<file path="config.mk">
export PLATFORM = sky130hd
export DESIGN_NAME = dump_window_ctrl
export DESIGN_NICKNAME = d
export VERILOG_FILES = /design/src/rtl/dump_pkg.sv /design/src/rtl/dump_window_ctrl_vs_edge.sv /design/src/rtl/dump_window_ctrl.sv
export SDC_FILE = /design/constraint.sdc
export NUM_CORES = 1
export LEC_CHECK = 0
export ABC_CLOCK_PERIOD_IN_PS = 9300
export CAP_MARGIN = 10
export CORE_UTILIZATION = 45
export CTS_BUF_LIST = sky130_fd_sc_hd__clkbuf_4
export DETAILED_ROUTE_END_ITERATION = 6
export PLACE_DENSITY = 0.74
export SYNTH_ARGS = -nofsm -noshare
export SYNTH_HDL_FRONTEND = slang
export SYNTH_SLANG_ARGS = --single-unit
</file>
<file path="constraint.sdc">
create_clock -name clk -period 9.3 [get_ports clk]
set_input_delay 2.325 -clock clk [delete_from_list [all_inputs] [get_ports clk]]
set_output_delay 2.325 -clock clk [all_outputs]
set_load 0.02 [all_outputs]
</file>
<file path="src/rtl/dump_pkg.sv">
// Shared types and constants for the dump-window scheduler and its frame-accurate helpers.
package dump_pkg;

    typedef enum logic [1:0] {WAIT_DL, ARMED, DUMP, DONE} state_t;

    localparam int DL_TIMEOUT = 1 << 16;
    localparam int WIN_CNT_W  = 8;

    function automatic logic [WIN_CNT_W-1:0] sat_inc(input logic [WIN_CNT_W-1:0] v);
        return (v == '1) ? v : v + 1'b1;
    endfunction

endpackage

</file>
<file path="src/rtl/dump_window_ctrl_vs_edge.sv">
// Registered falling-edge detector for vertical sync; the tick is held off during reset
// and in the first cycle after reset releases, so a stale vs_l cannot fake a frame.
module vs_edge (
    input  logic clk,
    input  logic rst,
    input  logic vs_i,
    output logic tick_o
);

    logic vs_l_q;
    logic rst_l_q;

    always_ff @(posedge clk) begin
        vs_l_q  <= vs_i;
        rst_l_q <= rst;
    end

    assign tick_o = vs_l_q & ~vs_i & ~rst & ~rst_l_q;

endmodule

</file>
<file path="src/rtl/dump_window_ctrl.sv">
// Waveform-dump window scheduler: counts frames after ROM download and strobes dump_on/dump_off.
// Optional DUMP_REPEAT_EN adds parameter GAP and reopens the window every GAP frames after a close.
module dump_window_ctrl
    import dump_pkg::*;
#(
`ifdef DUMP_REPEAT_EN
    parameter int unsigned GAP   = 60,
`endif
    parameter int unsigned CW    = 32,
    parameter int unsigned START = 0,
    parameter int unsigned LEN   = 0
) (
    input  logic                 clk,
    input  logic                 rst,
    input  logic                 vs,
    input  logic                 downloading,
    input  logic                 cfg_ld,
    input  logic [CW-1:0]        cfg_start,
    input  logic [CW-1:0]        cfg_len,
    output logic [CW-1:0]        frame_cnt,
    output logic                 dump_en,
    output logic                 dump_on,
    output logic                 dump_off,
    output logic [WIN_CNT_W-1:0] win_cnt
);

    localparam int TO_W = $clog2(DL_TIMEOUT);
    localparam logic [TO_W-1:0] TO_LAST = TO_W'(DL_TIMEOUT - 1);

    state_t               state_q, state_d;
    logic [CW-1:0]        frame_q, frame_d;
    logic [CW-1:0]        wcnt_q, wcnt_d;
    logic [CW-1:0]        start_q, start_d;
    logic [CW-1:0]        len_q, len_d;
    logic [TO_W-1:0]      to_q, to_d;
    logic                 dl_seen_q, dl_seen_d;
    logic                 en_q, en_d;
    logic                 on_q, on_d;
    logic                 off_q, off_d;
    logic [WIN_CNT_W-1:0] win_q, win_d;
`ifdef DUMP_REPEAT_EN
    logic [31:0]          gap_q, gap_d;
`endif

    logic          tick;
    logic [CW-1:0] frame_inc;
    logic [CW-1:0] wcnt_inc;

    vs_edge u_vs_edge (
        .clk    (clk),
        .rst    (rst),
        .vs_i   (vs),
        .tick_o (tick)
    );

    assign frame_inc = frame_q + 1'b1;
    assign wcnt_inc  = wcnt_q + 1'b1;

    always_ff @(posedge clk) begin
        if (rst) begin
            state_q   <= WAIT_DL;
            frame_q   <= '0;
            wcnt_q    <= '0;
            start_q   <= CW'(START);
            len_q     <= CW'(LEN);
            to_q      <= '0;
            dl_seen_q <= 1'b0;
            en_q      <= 1'b0;
            on_q      <= 1'b0;
            off_q     <= 1'b0;
            win_q     <= '0;
`ifdef DUMP_REPEAT_EN
            gap_q     <= '0;
`endif
        end else begin
            state_q   <= state_d;
            frame_q   <= frame_d;
            wcnt_q    <= wcnt_d;
            start_q   <= start_d;
            len_q     <= len_d;
            to_q      <= to_d;
            dl_seen_q <= dl_seen_d;
            en_q      <= en_d;
            on_q      <= on_d;
            off_q     <= off_d;
            win_q     <= win_d;
`ifdef DUMP_REPEAT_EN
            gap_q     <= gap_d;
`endif
        end
    end

    always_comb begin
        state_d   = state_q;
        frame_d   = frame_q;
        wcnt_d    = wcnt_q;
        start_d   = start_q;
        len_d     = len_q;
        to_d      = to_q;
        dl_seen_d = dl_seen_q;
        on_d      = 1'b0;
        off_d     = 1'b0;
        win_d     = win_q;
`ifdef DUMP_REPEAT_EN
        gap_d     = gap_q;
`endif

        // A load takes effect next cycle, so any tick this cycle still sees the old config.
        if (cfg_ld && state_q != DUMP) begin
            start_d = cfg_start;
            len_d   = cfg_len;
        end

        if (state_q != WAIT_DL && downloading) begin
            off_d     = (state_q == DUMP);
            frame_d   = '0;
            dl_seen_d = 1'b1;
            state_d   = WAIT_DL;
        end else begin
            unique case (state_q)
                WAIT_DL: begin
                    dl_seen_d = dl_seen_q | downloading;
                    if (!downloading && (dl_seen_q || to_q == TO_LAST)) begin
                        state_d   = ARMED;
                        dl_seen_d = 1'b0;
                        to_d      = '0;
                    end else if (!dl_seen_q && !downloading) begin
                        to_d = to_q + 1'b1;
                    end
                end
                ARMED: begin
                    if (tick) frame_d = frame_inc;
                    if (start_q == '0 || (tick && frame_inc == start_q)) begin
                        state_d = DUMP;
                        on_d    = 1'b1;
                        wcnt_d  = '0;
                    end
                end
                DUMP: begin
                    if (tick) begin
                        frame_d = frame_inc;
                        wcnt_d  = wcnt_inc;
                        if (len_q != '0 && wcnt_inc == len_q) begin
                            off_d   = 1'b1;
                            win_d   = sat_inc(win_q);
                            state_d = DONE;
`ifdef DUMP_REPEAT_EN
                            gap_d   = '0;
`endif
                        end
                    end
                end
                DONE: begin
                    if (tick) frame_d = frame_inc;
                    if (cfg_ld && cfg_start > frame_q) begin
                        state_d = ARMED;
                    end
`ifdef DUMP_REPEAT_EN
                    else if (tick && len_q != '0) begin
                        if (gap_q + 32'd1 == 32'(GAP)) begin
                            state_d = DUMP;
                            on_d    = 1'b1;
                            wcnt_d  = '0;
                            gap_d   = '0;
                        end else begin
                            gap_d = gap_q + 32'd1;
                        end
                    end
`endif
                end
                default: ;
            endcase
        end

        en_d = (state_d == DUMP);
    end

    assign frame_cnt = frame_q;
    assign dump_en   = en_q;
    assign dump_on   = on_q;
    assign dump_off  = off_q;
    assign win_cnt   = win_q;

endmodule

</file>
# Yosys cells after proc, flatten, opt, wreduce, memory -nomap -nowiden

Cells that the tools add are included.
Widths: inputs -> output; s select.

Flip-flop bits (word level): 160
Output and inout bits: 43

Equal/unequal tests: 11
Multiplexer cells: 20
Reduce and logical (&&, ||, !) cells: 25
Order comparisons: 1
Add/subtract/negate cells: 4
Bitwise gates (word level): 10

Operators by type and width:

| operator              | number |
|---|---|
| $add 32x1->32 const B | 2 |
| $eq 32x32->1          | 2 |
| $mux 32               | 2 |
| $pmux 32 s2           | 1 |
| $gt 32x32->1          | 1 |
| $logic_not 32->1      | 1 |
| $mux 16               | 2 |
| $reduce_bool 32->1    | 1 |
| $add 16x1->16 const B | 1 |
| $eq 16x16->1 const B  | 1 |
| $mux 2                | 6 |
| $add 8x1->8 const B   | 1 |
| $eq 8x8->1 const B    | 1 |
| $mux 1                | 8 |
| $pmux 2 s4            | 1 |
| $reduce_bool 2->1     | 4 |
| $logic_and 1x1->1     | 7 |
| $eq 2x2->1 const B    | 3 |
| $ne 2x2->1 const B    | 3 |
| $not 1->1             | 6 |
| $reduce_or 3->1       | 2 |
| $reduce_and 5->1      | 1 |
| $reduce_and 4->1      | 1 |
| $and 1x1->1           | 3 |
| other kinds (8)       | 10 |

# Longest topological paths before layout

Depth after elaboration: 10
Depth in mapped cells: 13
Depth with buffers taken out: 11

# Modules after synthesis

From an unflattened synthesis, not the netlist that was laid out.

Cells, all modules: 1352
Area, all modules: 10172.3 um^2

Modules (own cells, without submodules):

| module           | area an instance (um^2) | instances | cells an instance |
|---|---|---|---|
| dump_window_ctrl | 10117.2                 | 1         | 1349 |
| vs_edge          | 55.1                    | 1         | 3 |

# Least setup slack after synthesis

No wires, ideal clock.

Path kind: in2reg
From: in vs
To: reg wcnt_q[5]
Slack: 4554 ps
Stages: 10
Path buffers: 1
Setup time: 143 ps
Arrival: 4603 ps
Required time: 9157 ps
Cells stage by stage: or4b_2 -> nor3_1 -> o311ai_0 -> a311oi_1 -> nand3_1 -> nor4_1 -> a41oi_1 -> o21ai_2 -> buf_4 -> a41oi_1

Word-level cells in the longest chain between the ends: 8

RTL lines:

| what                         | line                           | RTL |
|---|---|---|
| start, declared              | dump_window_ctrl.sv:15         | `input logic vs,` |
| $not 1->1 *                  | dump_window_ctrl_vs_edge.sv:18 | `assign tick_o = vs_l_q & ~vs_i & ~rst & ~rst_l_q;` |
| $and 1x1->1 * (3 in a row)   | dump_window_ctrl_vs_edge.sv:18 |  |
| $logic_and 1x1->1            | dump_window_ctrl.sv:133        | `if (start_q == '0 \|\| (tick && frame_inc == start_q)) begin` |
| $logic_or 1x1->1             | dump_window_ctrl.sv:133        |  |
| $ne 2x2->1 (no line)         | --                             |  |
| $reduce_and 4->1 (no line) * | --                             |  |
| end signal, assigned         | dump_window_ctrl.sv:78         | `wcnt_q <= wcnt_d;` |
| end, declared                | dump_window_ctrl.sv:32         | `logic [CW-1:0] wcnt_q, wcnt_d;` |

Every way passes the cells marked *; elsewhere a longest branch is shown, timed or not.
A chain may end at the register's enable or synchronous reset.

# Final worst setup path

From: in vs
To: reg wcnt_q[28]

The elaborated chain is that of the path after synthesis.

==> results.sh <==
export IMPL_grt_start_max_net_pins=83
export IMPL_critPathArrivalTime_ns=5.64
export IMPL_criticalPathCategory="in -> reg"
export IMPL_cap_violations=0
export IMPL_whs_path_depth=2
export IMPL_drtIter0Drc=822
export IMPL_clock_sinks=160
export IMPL_register_area_sq_um=3200
export IMPL_netlist_area_sq_um=9860
export IMPL_synth_cells=1272
export IMPL_cts_buffer_depth=2
export IMPL_num_fill_cells=2039
export IMPL_hpwlAfterDp_um=20400
export IMPL_core_rowCount=53
export IMPL_path_max_fanout=31
export IMPL_final_common_cell="nand2_1"
export IMPL_yosysSeqAreaShare_pct=32.5
export IMPL_fin_area_sq_um=11400
export IMPL_grtUsageTotal_pct=25.9
export IMPL_synthArstFlopShare_pct=0
export IMPL_muxShareOfSynthArea_pct=0.939
export IMPL_netSwitchingPower_mw=0.372
export IMPL_start_util_pct=46.5
export IMPL_fin_tns_setup_ns=0
export IMPL_p_seq_share_pct=51.9
export IMPL_clkPwrFrac_pct=37.0
export IMPL_status="finished clean"
export IMPL_path_common_cell="a41oi_1"
export IMPL_avgSynthCellArea_sq_um=7.75
export IMPL_synth_ff_type="dfxtp_1"
export IMPL_drc=0
export IMPL_cts_resized=0
export IMPL_synthAdderAreaFrac_pct=4.57
export IMPL_synth_top_family_by_area="simple AND/OR/NAND/NOR gates"
export IMPL_rsz0062_at_grt="no"
export IMPL_hold_viol=0
export IMPL_fin_skew_ns=0.0416
export IMPL_place_area_sq_um=11000
export IMPL_synth_simple_gate_area_share_pct=28.6
export IMPL_postCtsSetupBuffers=0
export IMPL_synth_xor_area_share_pct=10.1
export IMPL_p_sw_share_pct=26.7
export IMPL_grt_antenna_before_repair=1
export IMPL_antenna_left=0
export IMPL_die_w_um=150
export IMPL_drt_wl_total_um=28400
export IMPL_crit_cells=11
export IMPL_port_buffer_count=111
export IMPL_synth_compound_area_share_pct=18.0
export IMPL_cts_root_buf="clkbuf_4"
export IMPL_rr_worst_depth=11
export IMPL_nets=1438
export IMPL_p_per_area_nw_per_um2=123
export IMPL_final_max_slew_violation_count=0
export IMPL_period_needed_ns=5.21
export IMPL_core_area_sq_um=21200
export IMPL_synth_edff_count=0
export IMPL_cts_inserted_buffers=17
export IMPL_cp_data_required_time_ns=9.73
export IMPL_worst_pin_slew_ns=1.04
export IMPL_cts_tree="done"
export IMPL_dieArea_sq_um=22500
export IMPL_max_freq_ghz=0.192
export IMPL_via_count=9690
export IMPL_multiInputGateArea_sq_um=6150
export IMPL_synth_nets=1377
export IMPL_drt_first_pass_iters=6
export IMPL_p_leak_nw=3.95
export IMPL_start_kind="input pin"
export IMPL_yosysWarnings=0
export IMPL_hold_class="reg -> reg"
export IMPL_die_y_um=150
export IMPL_synth_top_area_cell="dfxtp_1"
export IMPL_synth_area_leaders="dfxtp_1, nand2_1, xnor2_1, a21oi_1, ha_1"
export IMPL_worstSkewPairLatency_ns=0.61
export IMPL_comb_power_share_pct=11.1
export IMPL_drive_gt1_share_pct=5.35
export IMPL_cp_top_family="simple AND/OR/NAND/NOR gates"
export IMPL_vdd_ir_drop_max_mv=0.0710
export IMPL_ys_ff_latch=160
export IMPL_endpoint_kind="flip-flop"
export IMPL_p_int_mw=1.02
export IMPL_cts_hold_buffers=0
export IMPL_ys_types=74
export IMPL_ios=112
export IMPL_grt_first_pass_wirelength_um=46200
export IMPL_globalRouteOverflowTotal=0
export IMPL_gp_congestion=0.932
export IMPL_clkTransAtPathRegs_ns=0.13
export IMPL_path_cells="clkdlybuf4s50_1 -> or4b_2 -> nor3_1 -> o311ai_0 -> a311oi_1 -> nand3_1 -> nor4_1 -> a41oi_1 -> o21ai_2 -> buf_4 -> a41oi_1"
export IMPL_netlist_area_leader_share_pct=32.5
export IMPL_cpPeakStageDelay_ns=0.74
export IMPL_cts_max_level=4
export IMPL_slew_headroom_pct=30.5
export IMPL_cp_num_buf_inv=2
export IMPL_final_cell_mix="nand2_1, dfxtp_1, a21oi_1"
export IMPL_viasPerCell=5.97
export IMPL_finalCritPeriodShare_pct=56.0
export IMPL_syn_to_final_growth_pct=15.4
export IMPL_wire_per_inst_um=17.5
export IMPL_setup_viol=0
export IMPL_grt_pass1_vias=8845
export IMPL_crit_slowest_cell="or4b_2"
==> state kept, by name (all words and copies together) (netlist names) <==
signal and count:
frame_cnt 32, len_q 32, start_q 32, wcnt_q 32
to_q 16, win_cnt 8, state_q 2, dl_seen_q 1
dump_en 1, dump_off 1, dump_on 1, u_vs_edge.rst_l_q 1
u_vs_edge.vs_l_q 1
==> worst register-to-register path, delay by kind of cell (launching register included) <==
kind	cells	cell delay, ns
flops	1	0.55
compound gates	4	1.25
buf+inv	2	0.47
fa+ha+maj	1	0.46
simple gates	4	1.37
==> path summary, 6_finish.rpt <==
check / start / to / slack [ns]
worst max-delay path: vs / wcnt_q[28] / 4.09
worst max register to register: frame_cnt[0] / wcnt_q[28] / 5.06
worst min-delay path: to_q[6] / to_q[6] / 0.50
worst min register to register: to_q[6] / to_q[6] / 0.50
==> cells by family (layout without fill, tap and decap cells) <==
kind of cell               after synthesis  count (layout)
other                                    0               2
muxes                                    9               9
DFF                                    160             160
and+or+nand+nor                        556             556
xor gates and xnor gates               114             114
AOI/OAI and AO/OA                      279             279
adders and majority gates               36              36
buffers and inverters                  118             192
==> per-stage QoR <==
| stage | instances | util, % | total power [mW] | setup WS (ns) | hold WS, ns |
|---|---|---|---|---|---|
| global placement | 1589 | 51.9 | 0.889 | 3.67 | 0.464 |
| global route | 1623 | 53.6 | 1.44 | 3.87 | 0.520 |
| finish | 1623 | 53.6 | 1.39 | 4.09 | 0.497 |
| CTS | 1621 | 53.6 | 1.39 | 4.15 | 0.498 |
| detailed placement | 1589 | 51.9 | 0.892 | 3.52 | 0.477 |
| floorplan | 1272 | - | 0.824 | 4.55 | 0.453 |
==> power groups by stage <==
stage | Sequential, mW | Clock [mW] | Combinational (mW)
final | 0.725 | 0.516 | 0.155
after global routing | 0.727 | 0.546 | 0.170
after CTS | 0.724 | 0.517 | 0.154
after detailed placement | 0.739 | 0 | 0.153
after global placement | 0.739 | 0 | 0.150
after floorplan | 0.731 | 0 | 0.0933
==> per-layer routing <==
metal	GRT usage (%)	vias up	routed length (um)
li1	-	4671	-
met1	35.9	4594	12900
met3	3.90	64	1880
met4	8.69	0	646
met5	0	-	0
met2	40.7	361	13000
==> synthesized netlist by cell type, types with 4 or more instances <==
cell and instances:
nand2_1 214, dfxtp_1 160, a21oi_1 126, nor2_1 85, xnor2_1 77, nand3_1 47, nand4_1 47, clkbuf_1 43
inv_1 41, o21ai_0 37, xor2_1 37, ha_1 36, nor3_1 32, nor4_1 27, a211oi_1 24, or3_1 20
buf_2 14, and4_1 13, and3_1 12, o211a_1 12, buf_4 11, a41oi_1 10, nand2b_1 9, a31oi_1 8
o21bai_1 8, or2_2 8, a21o_1 7, mux2i_1 7, nor2b_1 7, nor4_2 7, a311oi_1 6, and2_1 6
o21a_1 6, buf_1 5, o311a_1 4
==> area by class of cell <==
| class | instances | area share (%) |
|---|---|---|
| clock inverters | 13 | 1.84 |
| flip-flops and latches | 160 | 28.2 |
| clock buffers | 19 | 1.25 |
| repair buffers | 119 | 10.3 |
| multi-input cells | 994 | 54.0 |
| inverters | 41 | 1.35 |
| diodes | 2 | 0.0440 |
| well taps | 275 | 3.03 |
(Power assumes the default switching activity.)
